--- src/rtl/bfm_ahbmaster_cmd.sv ---
`timescale 1ns/1ps
`default_nettype none
// ============================================================================
// Module   : bfm_ahbmaster_cmd
// Purpose  : AHB-Lite single-transfer master stage. Takes one read/write
//            command at a time on a valid/ready port, runs one NONSEQ SINGLE
//            transfer (address phase, then data phase) and returns read data
//            and error status on a valid/ready response port.
// Options  : BFM_AHBM_TIMEOUT_EN - when defined, an 8-bit wait counter aborts
//            an ADDR or DATA phase after TIMEOUT cycles of HREADY low.
// Revision : 1.0 - initial release
// ============================================================================
module bfm_ahbmaster_cmd #(
  parameter int         AWIDTH  = 10,
  parameter logic [3:0] HPROT_V = 4'h3,
  parameter int         TIMEOUT = 64
) (
  input  logic              HCLK,
  input  logic              HRESET,
  // command port
  input  logic              CMD_VALID,
  output logic              CMD_READY,
  input  logic              CMD_WRITE,
  input  logic [AWIDTH-1:0] CMD_ADDR,
  input  logic [2:0]        CMD_SIZE,
  input  logic [31:0]       CMD_WDATA,
  // response port
  output logic              RSP_VALID,
  input  logic              RSP_READY,
  output logic [31:0]       RSP_RDATA,
  output logic              RSP_ERROR,
  // AHB-Lite master outputs
  output logic [AWIDTH-1:0] HADDR,
  output logic              HWRITE,
  output logic [2:0]        HSIZE,
  output logic [1:0]        HTRANS,
  output logic [2:0]        HBURST,
  output logic              HMASTLOCK,
  output logic [3:0]        HPROT,
  output logic [31:0]       HWDATA,
  // AHB-Lite master inputs
  input  logic [31:0]       HRDATA,
  input  logic              HREADY,
  input  logic              HRESP
);

  localparam logic [1:0] c_ST_IDLE = 2'd0;
  localparam logic [1:0] c_ST_ADDR = 2'd1;
  localparam logic [1:0] c_ST_DATA = 2'd2;
  localparam logic [1:0] c_ST_RESP = 2'd3;

  localparam logic [1:0] c_HTRANS_IDLE   = 2'b00;
  localparam logic [1:0] c_HTRANS_NONSEQ = 2'b10;
  localparam logic [2:0] c_HBURST_SINGLE = 3'b000;

  logic [1:0]        r_state;
  logic [1:0]        w_next;

  logic [AWIDTH-1:0] r_haddr;
  logic              r_hwrite;
  logic [2:0]        r_hsize;
  logic [31:0]       r_wdata;

  logic [31:0]       r_rsp_rdata;
  logic              r_rsp_error;

  logic              w_accept;
  logic              w_misalign;
  logic              w_illegal;
  logic              w_timeout;

  assign w_accept = CMD_VALID && CMD_READY;

  // Alignment of the byte address to the requested transfer size
  always_comb begin
    w_misalign = 1'b0;
    case (CMD_SIZE)
      3'd1:    w_misalign = CMD_ADDR[0];
      3'd2:    w_misalign = |CMD_ADDR[1:0];
      default: w_misalign = 1'b0;
    endcase
  end

  assign w_illegal = (CMD_SIZE > 3'd2) || w_misalign;

`ifdef BFM_AHBM_TIMEOUT_EN
  localparam logic [7:0] c_WAIT_LAST = 8'(TIMEOUT - 1);

  logic [7:0] r_wait_cnt;

  // Wait counter: cleared on every state change, counts HREADY-low cycles in ADDR/DATA
  always_ff @(posedge HCLK) begin
    if (HRESET) begin
      r_wait_cnt <= 8'd0;
    end else if (r_state != w_next) begin
      r_wait_cnt <= 8'd0;
    end else if (((r_state == c_ST_ADDR) || (r_state == c_ST_DATA)) && !HREADY) begin
      r_wait_cnt <= r_wait_cnt + 8'd1;
    end
  end

  // The last permitted wait cycle ends the phase with an error instead of waiting on
  assign w_timeout = ((r_state == c_ST_ADDR) || (r_state == c_ST_DATA)) &&
                     !HREADY && (r_wait_cnt == c_WAIT_LAST);
`else
  assign w_timeout = 1'b0;
`endif

  // State register
  always_ff @(posedge HCLK) begin
    if (HRESET) begin
      r_state <= c_ST_IDLE;
    end else begin
      r_state <= w_next;
    end
  end

  // Next-state decode
  always_comb begin
    w_next = r_state;
    case (r_state)
      c_ST_IDLE: begin
        if (w_accept) begin
          w_next = w_illegal ? c_ST_RESP : c_ST_ADDR;
        end
      end
      c_ST_ADDR: begin
        if (HREADY) begin
          w_next = c_ST_DATA;
        end else if (w_timeout) begin
          w_next = c_ST_RESP;
        end
      end
      c_ST_DATA: begin
        if (HREADY || w_timeout) begin
          w_next = c_ST_RESP;
        end
      end
      c_ST_RESP: begin
        if (RSP_READY) begin
          w_next = c_ST_IDLE;
        end
      end
      default: w_next = c_ST_IDLE;
    endcase
  end

  // State-derived outputs; command port is closed while reset is asserted
  always_comb begin
    CMD_READY = (r_state == c_ST_IDLE) && !HRESET;
    RSP_VALID = (r_state == c_ST_RESP);
    HTRANS    = (r_state == c_ST_ADDR) ? c_HTRANS_NONSEQ : c_HTRANS_IDLE;
    HWDATA    = ((r_state == c_ST_DATA) && r_hwrite) ? r_wdata : 32'd0;
  end

  // Address-phase controls, loaded only for legal commands and held afterwards
  always_ff @(posedge HCLK) begin
    if (HRESET) begin
      r_haddr  <= '0;
      r_hwrite <= 1'b0;
      r_hsize  <= 3'd0;
      r_wdata  <= 32'd0;
    end else if (w_accept && !w_illegal) begin
      r_haddr  <= CMD_ADDR;
      r_hwrite <= CMD_WRITE;
      r_hsize  <= CMD_SIZE;
      r_wdata  <= CMD_WDATA;
    end
  end

  // Response registers: filled on completion/rejection, cleared once consumed
  always_ff @(posedge HCLK) begin
    if (HRESET) begin
      r_rsp_rdata <= 32'd0;
      r_rsp_error <= 1'b0;
    end else begin
      case (r_state)
        c_ST_IDLE: begin
          if (w_accept && w_illegal) begin
            r_rsp_rdata <= 32'd0;
            r_rsp_error <= 1'b1;
          end
        end
        c_ST_ADDR: begin
          if (!HREADY && w_timeout) begin
            r_rsp_rdata <= 32'd0;
            r_rsp_error <= 1'b1;
          end
        end
        c_ST_DATA: begin
          if (HREADY) begin
            r_rsp_rdata <= (!r_hwrite && !HRESP) ? HRDATA : 32'd0;
            r_rsp_error <= HRESP;
          end else if (w_timeout) begin
            r_rsp_rdata <= 32'd0;
            r_rsp_error <= 1'b1;
          end
        end
        c_ST_RESP: begin
          if (RSP_READY) begin
            r_rsp_rdata <= 32'd0;
            r_rsp_error <= 1'b0;
          end
        end
        default: begin
          r_rsp_rdata <= 32'd0;
          r_rsp_error <= 1'b0;
        end
      endcase
    end
  end

  assign RSP_RDATA = r_rsp_rdata;
  assign RSP_ERROR = r_rsp_error;

  assign HADDR     = r_haddr;
  assign HWRITE    = r_hwrite;
  assign HSIZE     = r_hsize;
  assign HBURST    = c_HBURST_SINGLE;
  assign HMASTLOCK = 1'b0;
  assign HPROT     = HPROT_V;

endmodule
`default_nettype wire
--- config.mk ---
export PLATFORM = sky130hd
export DESIGN_NAME = bfm_ahbmaster_cmd
export DESIGN_NICKNAME = d
export VERILOG_FILES = /design/src/rtl/bfm_ahbmaster_cmd.sv
export SDC_FILE = /design/constraint.sdc
export NUM_CORES = 1
export LEC_CHECK = 0
export CAP_MARGIN = 20
export CORE_ASPECT_RATIO = 0.8
export CORE_MARGIN = 10
export CORE_UTILIZATION = 41
export CTS_CLUSTER_SIZE = 10
export DETAILED_ROUTE_END_ITERATION = 16
export GPL_ROUTABILITY_DRIVEN = 0
export HOLD_SLACK_MARGIN = 0.1
export PLACE_DENSITY = 0.85
export RECOVER_POWER = 50
export SYNTH_ARGS = -nofsm -noshare
export SYNTH_HDL_FRONTEND = slang
export SYNTH_SLANG_ARGS = --single-unit
export TNS_END_PERCENT = 50
--- constraint.sdc ---
create_clock -name HCLK -period 2.2 [get_ports HCLK]
set_input_delay 0.33 -clock HCLK [delete_from_list [all_inputs] [get_ports HCLK]]
set_output_delay 0.33 -clock HCLK [all_outputs]
set_load 0.01 [all_outputs]
=== Yosys cells after proc, flatten, opt, wreduce, memory -nomap -nowiden ===
Index checks and enable logic that the tools add are counted.

* Order comparisons: 1
* Equality and inequality tests: 10
* Multiplexer cells: 18
* Bitwise logic cells: 1
* Reductions and logical operators: 15

{| class="wikitable"
|+ Operator list
! cell !! number
|-
| 2-to-1 mux 32 bit || 5
|-
| one-hot mux 32 bit (3 select lines) || 1
|-
| 2-to-1 mux 2 bit || 6
|-
| one-hot mux 2 bit (4 select lines) || 1
|-
| AND reduction 4 bit || 2
|-
| logical AND 1 bit || 6
|-
| != test 2 bit, second input constant || 3
|-
| == test 2 bit, second input constant || 2
|-
| zero test 1 bit || 4
|-
| != test 2 x 1 -> 1 bit, second input constant || 2
|-
| == test 3 x 1 -> 1 bit, second input constant || 1
|-
| == test 3 x 2 -> 1 bit, second input constant || 1
|-
| greater-than comparator 3 x 2 -> 1 bit, second input constant || 1
|-
| 2-to-1 mux 1 bit || 3
|-
| one-hot mux 1 bit (3 select lines) || 1
|-
| == test 2 x 1 -> 1 bit, second input constant || 1
|-
| zero test 2 bit || 1
|-
| one-hot mux 1 bit (2 select lines) || 1
|-
| OR reduction 2 bit || 1
|-
| logical OR 1 bit || 1
|-
| NOT 1 bit || 1
|}

* Flip-flop bits (word level): 81

=== Depth between registers and ports, before layout ===
Gate-level depths: netlist (run 1).

* Depth in word-level cells: 6
* Mapped depth: 9
* Gate-level depth less buffers: 6

=== Worst setup path after synthesis (run 1) ===
No wires, ideal clock.

* Path type: flip-flop to flip-flop
* From: reg r_state[0]
* To: reg r_rsp_error (netlist: RSP_ERROR)
* Setup time: 123 ps
* Arrival: 1826 ps
* Data required time: 2077 ps
* Slack: 251 ps
* Stages on the path, launching flop included: 9
* Buffers on the path: 2
* Cells stage by stage: dfxtp_1 -> inv_1 -> ha_1 -> buf_2 -> nor2b_4 -> a2111o_1 -> a21o_1 -> buf_6 -> mux2_1

* Word-level cells in the longest chain between the ends: 6
* Elaborated cells on any way between the ends: 13

{| class="wikitable"
|+ RTL lines
! what !! line !! source
|-
| start, declared || 56 || <nowiki>logic [1:0] r_state;</nowiki>
|-
| start signal, assigned || 112 || <nowiki>r_state <= c_ST_IDLE;</nowiki>
|-
| start signal, assigned || 114 || <nowiki>r_state <= w_next;</nowiki>
|-
| zero test 2 bit || 150, 177 ||
|-
| logical AND 1 bit || 150 || <nowiki>CMD_READY = (r_state == c_ST_IDLE) && !HRESET;</nowiki>
|-
| logical AND 1 bit || 72 || <nowiki>assign w_accept = CMD_VALID && CMD_READY;</nowiki>
|-
| logical AND 1 bit || 179 || <nowiki>if (w_accept && w_illegal) begin</nowiki>
|-
| != test 2 x 1 -> 1 bit (no line) || - ||
|-
| AND reduction 4 bit (no line) || - ||
|-
| end signal, assigned || 175 || <nowiki>r_rsp_error <= 1'b0;</nowiki>
|-
| end signal, assigned || 181 || <nowiki>r_rsp_error <= 1'b1;</nowiki>
|-
| end signal, assigned || 187 || <nowiki>r_rsp_error <= 1'b1;</nowiki>
|-
| end, declared || 65 || <nowiki>logic r_rsp_error;</nowiki>
|}

Parallel ways exist; a longest one is shown, timed or not.
A chain may end at the register's enable or synchronous reset.

=== Worst setup path after layout (run 1) ===
* From: reg r_state[0]
* To: out CMD_READY

* Word-level cells in the longest chain between the ends: 2

{| class="wikitable"
|+ RTL lines
! what !! line !! source
|-
| zero test 2 bit || 150 ||
|-
| logical AND 1 bit || 150 ||
|-
| end, declared || 22 || <nowiki>output logic CMD_READY,</nowiki>
|}

Every way passes these cells.

==> key figures, run 1 <==
STA
  • Fin. Hold Viols: 0
  • Final slew viol count: 0
  • Setup repair after global routing missed its margin: false
  • Max Fclk: a little under 500 MHz
  • Worst-Margin Slew: between 0.7 and 0.8 ns
  • Setup_tns: 0 ns
  • Final critical-path share of the clock period: a little over nine tenths
  • Setup violators final: 0
  • Slew headroom: between 40 and 50%
  • Final clock skew: 0.00784 ns
  • Tmin final: about 2.1 ns

Cells and area
  • Post-route cell area: ~0.0055 mm²
  • Ant. Diodes: 0
  • Layout cell share with drive strength beyond 1: 6.52%
  • Finished Layout Cells: 649
  • P&R area growth vs syn: 52.5%
  • Final-stage net count: 621

Routing
  • Starting DRC count in detailed routing: around 130
  • DR pass1 iterations: 4
  • Residual DRC count: 0
  • Total via count in the routed design: between 3000 and 4000
  • Via-to-Cell Ratio: roughly 4.7
  • WL final: between 10 and 15 mm
  • Wire length per cell: 16.6 µm
  • Number of nets with antenna violations after routing: 0

Global routing
  • GRT Util Overall: roughly 16%
  • Vias in the first global route: approximately 3300
  • First-pass GRT wire length: between 15 and 20 mm
  • Antenna violations before repair: 0
  • GR Overflow Total: 0
  • Largest net degree at the start of global routing: 50

Logic synthesis
  • Adder-cell area share of the yosys netlist: 1.74%
  • Primary FF master, synth: dfxtp_1
  • Synth cell types: 27
  • Post-Synth Simple-Gate Area: 22.1%
  • Fraction of synthesized cell area in xor and xnor cells: 0%
  • Seq/Total Area, Yosys: 45.1%
  • Mux cell area share after synthesis: around 22%
  • Post-synth EDFFs: 0
  • Seq cells post-synth: 81
  • Area of the mapped netlist: 0.00360 mm²
  • Cell taking the most area after synthesis: dfxtp_1
  • Yosys Warn Count: 0
  • Top cells by count, synth: 81 x dfxtp_1, 77 x mux2i_1, 50 x nor2_1
  • Avg Cell Area, Syn: 9.67 µm²
  • Share of async-settable or async-resettable flops after synthesis: 0%
  • Most numerous cell in the Yosys netlist: dfxtp_1
  • Share of the synthesized area in the top cell type: 45.1%
  • Largest family of logic cells by synthesized area: simple AND/OR/NAND/NOR gates
  • Syn Inst Count: ~370
  • Synth Area in Compound Gates: approximately 2.3%
  • Synth top area cells: dfxtp_1 45%, mux2i_1 21%, nand2b_1 5.7%

Setup path
  • First element of the critical path: r_state[0]
  • Slowest cell on crit path: clkdlybuf4s50_1
  • WS Path Type: reg2out
  • Critical path's largest stage delay: approximately 0.56 ns
  • Reg2Reg Launch Point: r_state[0]
  • Critical Path AT: 1.74 ns
  • Critical Path, Cell by Cell: inv_1 > ha_2 > nor2b_1 > clkdlybuf4s50_1
  • Worst path buffer plus inverter count: 2
  • Req. time, crit path: between 1.5 and 2 ns
  • Worst path top cell family by delay: buffers and inverters
  • Crit Path Max Fanout: 5
  • Crit end category: output pin
  • Worst Setup Start Kind: register

Clock network
  • Clock-pin slew on the worst setup and hold paths: roughly 0.08 ns
  • Skew-Pair Late Insertion Delay: between 0.3 and 0.4 ns
  • Hold buffer count at CTS: 0
  • H-tree levels: 3
  • Root buffer cell: clkbuf_8
  • TritonCTS Buffers: 9
  • Post-CTS Setup Bufs: 0
  • Clock Sinks: slightly above 80
  • TritonCTS clock tree: done
  • Max Buffers Root-to-Sink: 2

Floorplanning
  • Area of the die: 0.0129 mm²
  • Die Height: slightly above 100 µm
  • Initial Util: between 40% and 50%
  • Core area: 0.00852 mm²
  • I/O pins: approximately 180
  • # rows: 30
  • DIE WIDTH: between 100 and 150 µm

Placed design
  • Area after DPL: 0.00533 mm²
  • Dpl hpwl: 8.18 mm
  • IO buf count: roughly 170
  • Placed insts: 633

Status
  • Status: finished clean

Power
  • PwrDens: slightly above 700 mW/mm²
  • Maximum vdd ir drop: 0.403 mV
  • Lkg Pwr: between 0.002 and 0.003 µW

Hold path
  • Hold Crit Start: HRESET
  • Hold Crit Class: in2reg

Run
  • Number of max-cap violations: 0
final cells by class:
cell class | count | area [µm²]
fillers | 706 | 3040
repair buffers | 179 | 1740
inverters | 2 | 7.51
well taps | 112 | 140
clock buffers | 11 | 131
flip-flops and latches | 81 | 1620
clock inverters | 5 | 80.1
multi-input cells | 259 | 1770
per-stage QoR:
step	setup WS, ns	util, %	hold slack (ns)	power [µW]
after CTS	0.0354	64.6	0.444	3970
final	0.130	64.4	0.473	3890
after global routing	0.0317	64.4	0.475	4080
after global placement	0.0772	62.5	0.459	2760
after floorplan	0.251	-	0.455	2360
after detailed placement	-0.00317	62.5	0.468	2790
placed cells by master, fill, tap and decap left out, drive strengths merged, types with 2 or more instances in the layout:
master / netlist / routed
inv: 2 / 2
clkbuf: 18 / 11
buf: 19 / 15
bufinv: 0 / 2
nand2b: 33 / 33
nand2: 32 / 32
nor2b: 5 / 5
clkinvlp: 0 / 2
clkdlybuf4s50: 0 / 86
mux2i: 77 / 77
and3: 32 / 32
dlygate4sd2: 0 / 32
a211oi: 2 / 2
conb: 2 / 9
dlygate4sd3: 0 / 46
dfxtp: 81 / 81
ha: 5 / 5
a21o: 3 / 3
a21oi: 2 / 2
nor2: 50 / 50
layer usage:
metal	wire (µm)	up-vias	GRT usage (%)	part of all wire, %
met4	80	0	4.24	0.74
met5	0	-	0	0
met1	4430	1419	17.3	41
met2	5310	102	27.2	49
met3	922	9	7.28	8.6
li1	-	1536	-	-
what timing repair did:
action | 4_1_cts | 5_1_grt
gates resized for setup | 33 | 1
setup endpoints to repair | 32 | 1
endpoints found under the hold margin | 0 | 0
where the power goes:
| group | leakage (µW) | internal [µW] | switching (µW) |
|---|---|---|---|
| clock network | 0.0000995 | 638 | 523 |
| logic | 0.00213 | 609 | 533 |
| registers | 0.000654 | 1540 | 42.6 |
| total | 0.00288 | 2790 | 1100 |
final timing paths:
check | to | cells past startpoint | slack [ns]
min reg2reg | RSP_RDATA[26] | 2 | 0.47
min | r_wdata[24] | 3 | 0.47
max reg2reg | r_wdata[27] | 7 | 0.14
max | CMD_READY | 4 | 0.13
cells by family after synthesis:
logic type | Yosys count
AO/OA/AOI/OAI | 10
AND/OR/NAND/NOR | 157
buffers and inverters | 39
flip-flops | 81
multiplexers | 78
other | 2
adder cells (fa/ha/maj) | 5
sequential cells by signal (all words and copies together), names as in the netlist:
| signal | count |
|---|---|
| HWRITE | 1 |
| HADDR | 10 |
| r_wdata | 32 |
| r_state | 2 |
| RSP_ERROR | 1 |
| RSP_RDATA | 32 |
| HSIZE | 3 |
worst reg2reg max path: stages, from the launching register on:
cell	delay, ns
dfxtp_1	0.39
inv_1	0.10
ha_2	0.23
nand3b_1	0.12
a211o_2	0.11
buf_4	0.58
mux2i_1	0.34
nor2_1	0.07
(Power assumes the default switching activity.)
==> run 2: changes to the inputs <==
- GPL_ROUTABILITY_DRIVEN: 0 -> unset
==> results of run 2 <==
Final layout, timing and power as in run 1 (identical DEF).
==> run 3: changes to the inputs <==
- CTS_CLUSTER_SIZE: 10 -> unset
==> results of run 3 <==
Final layout, timing and power as in run 1 (identical DEF).
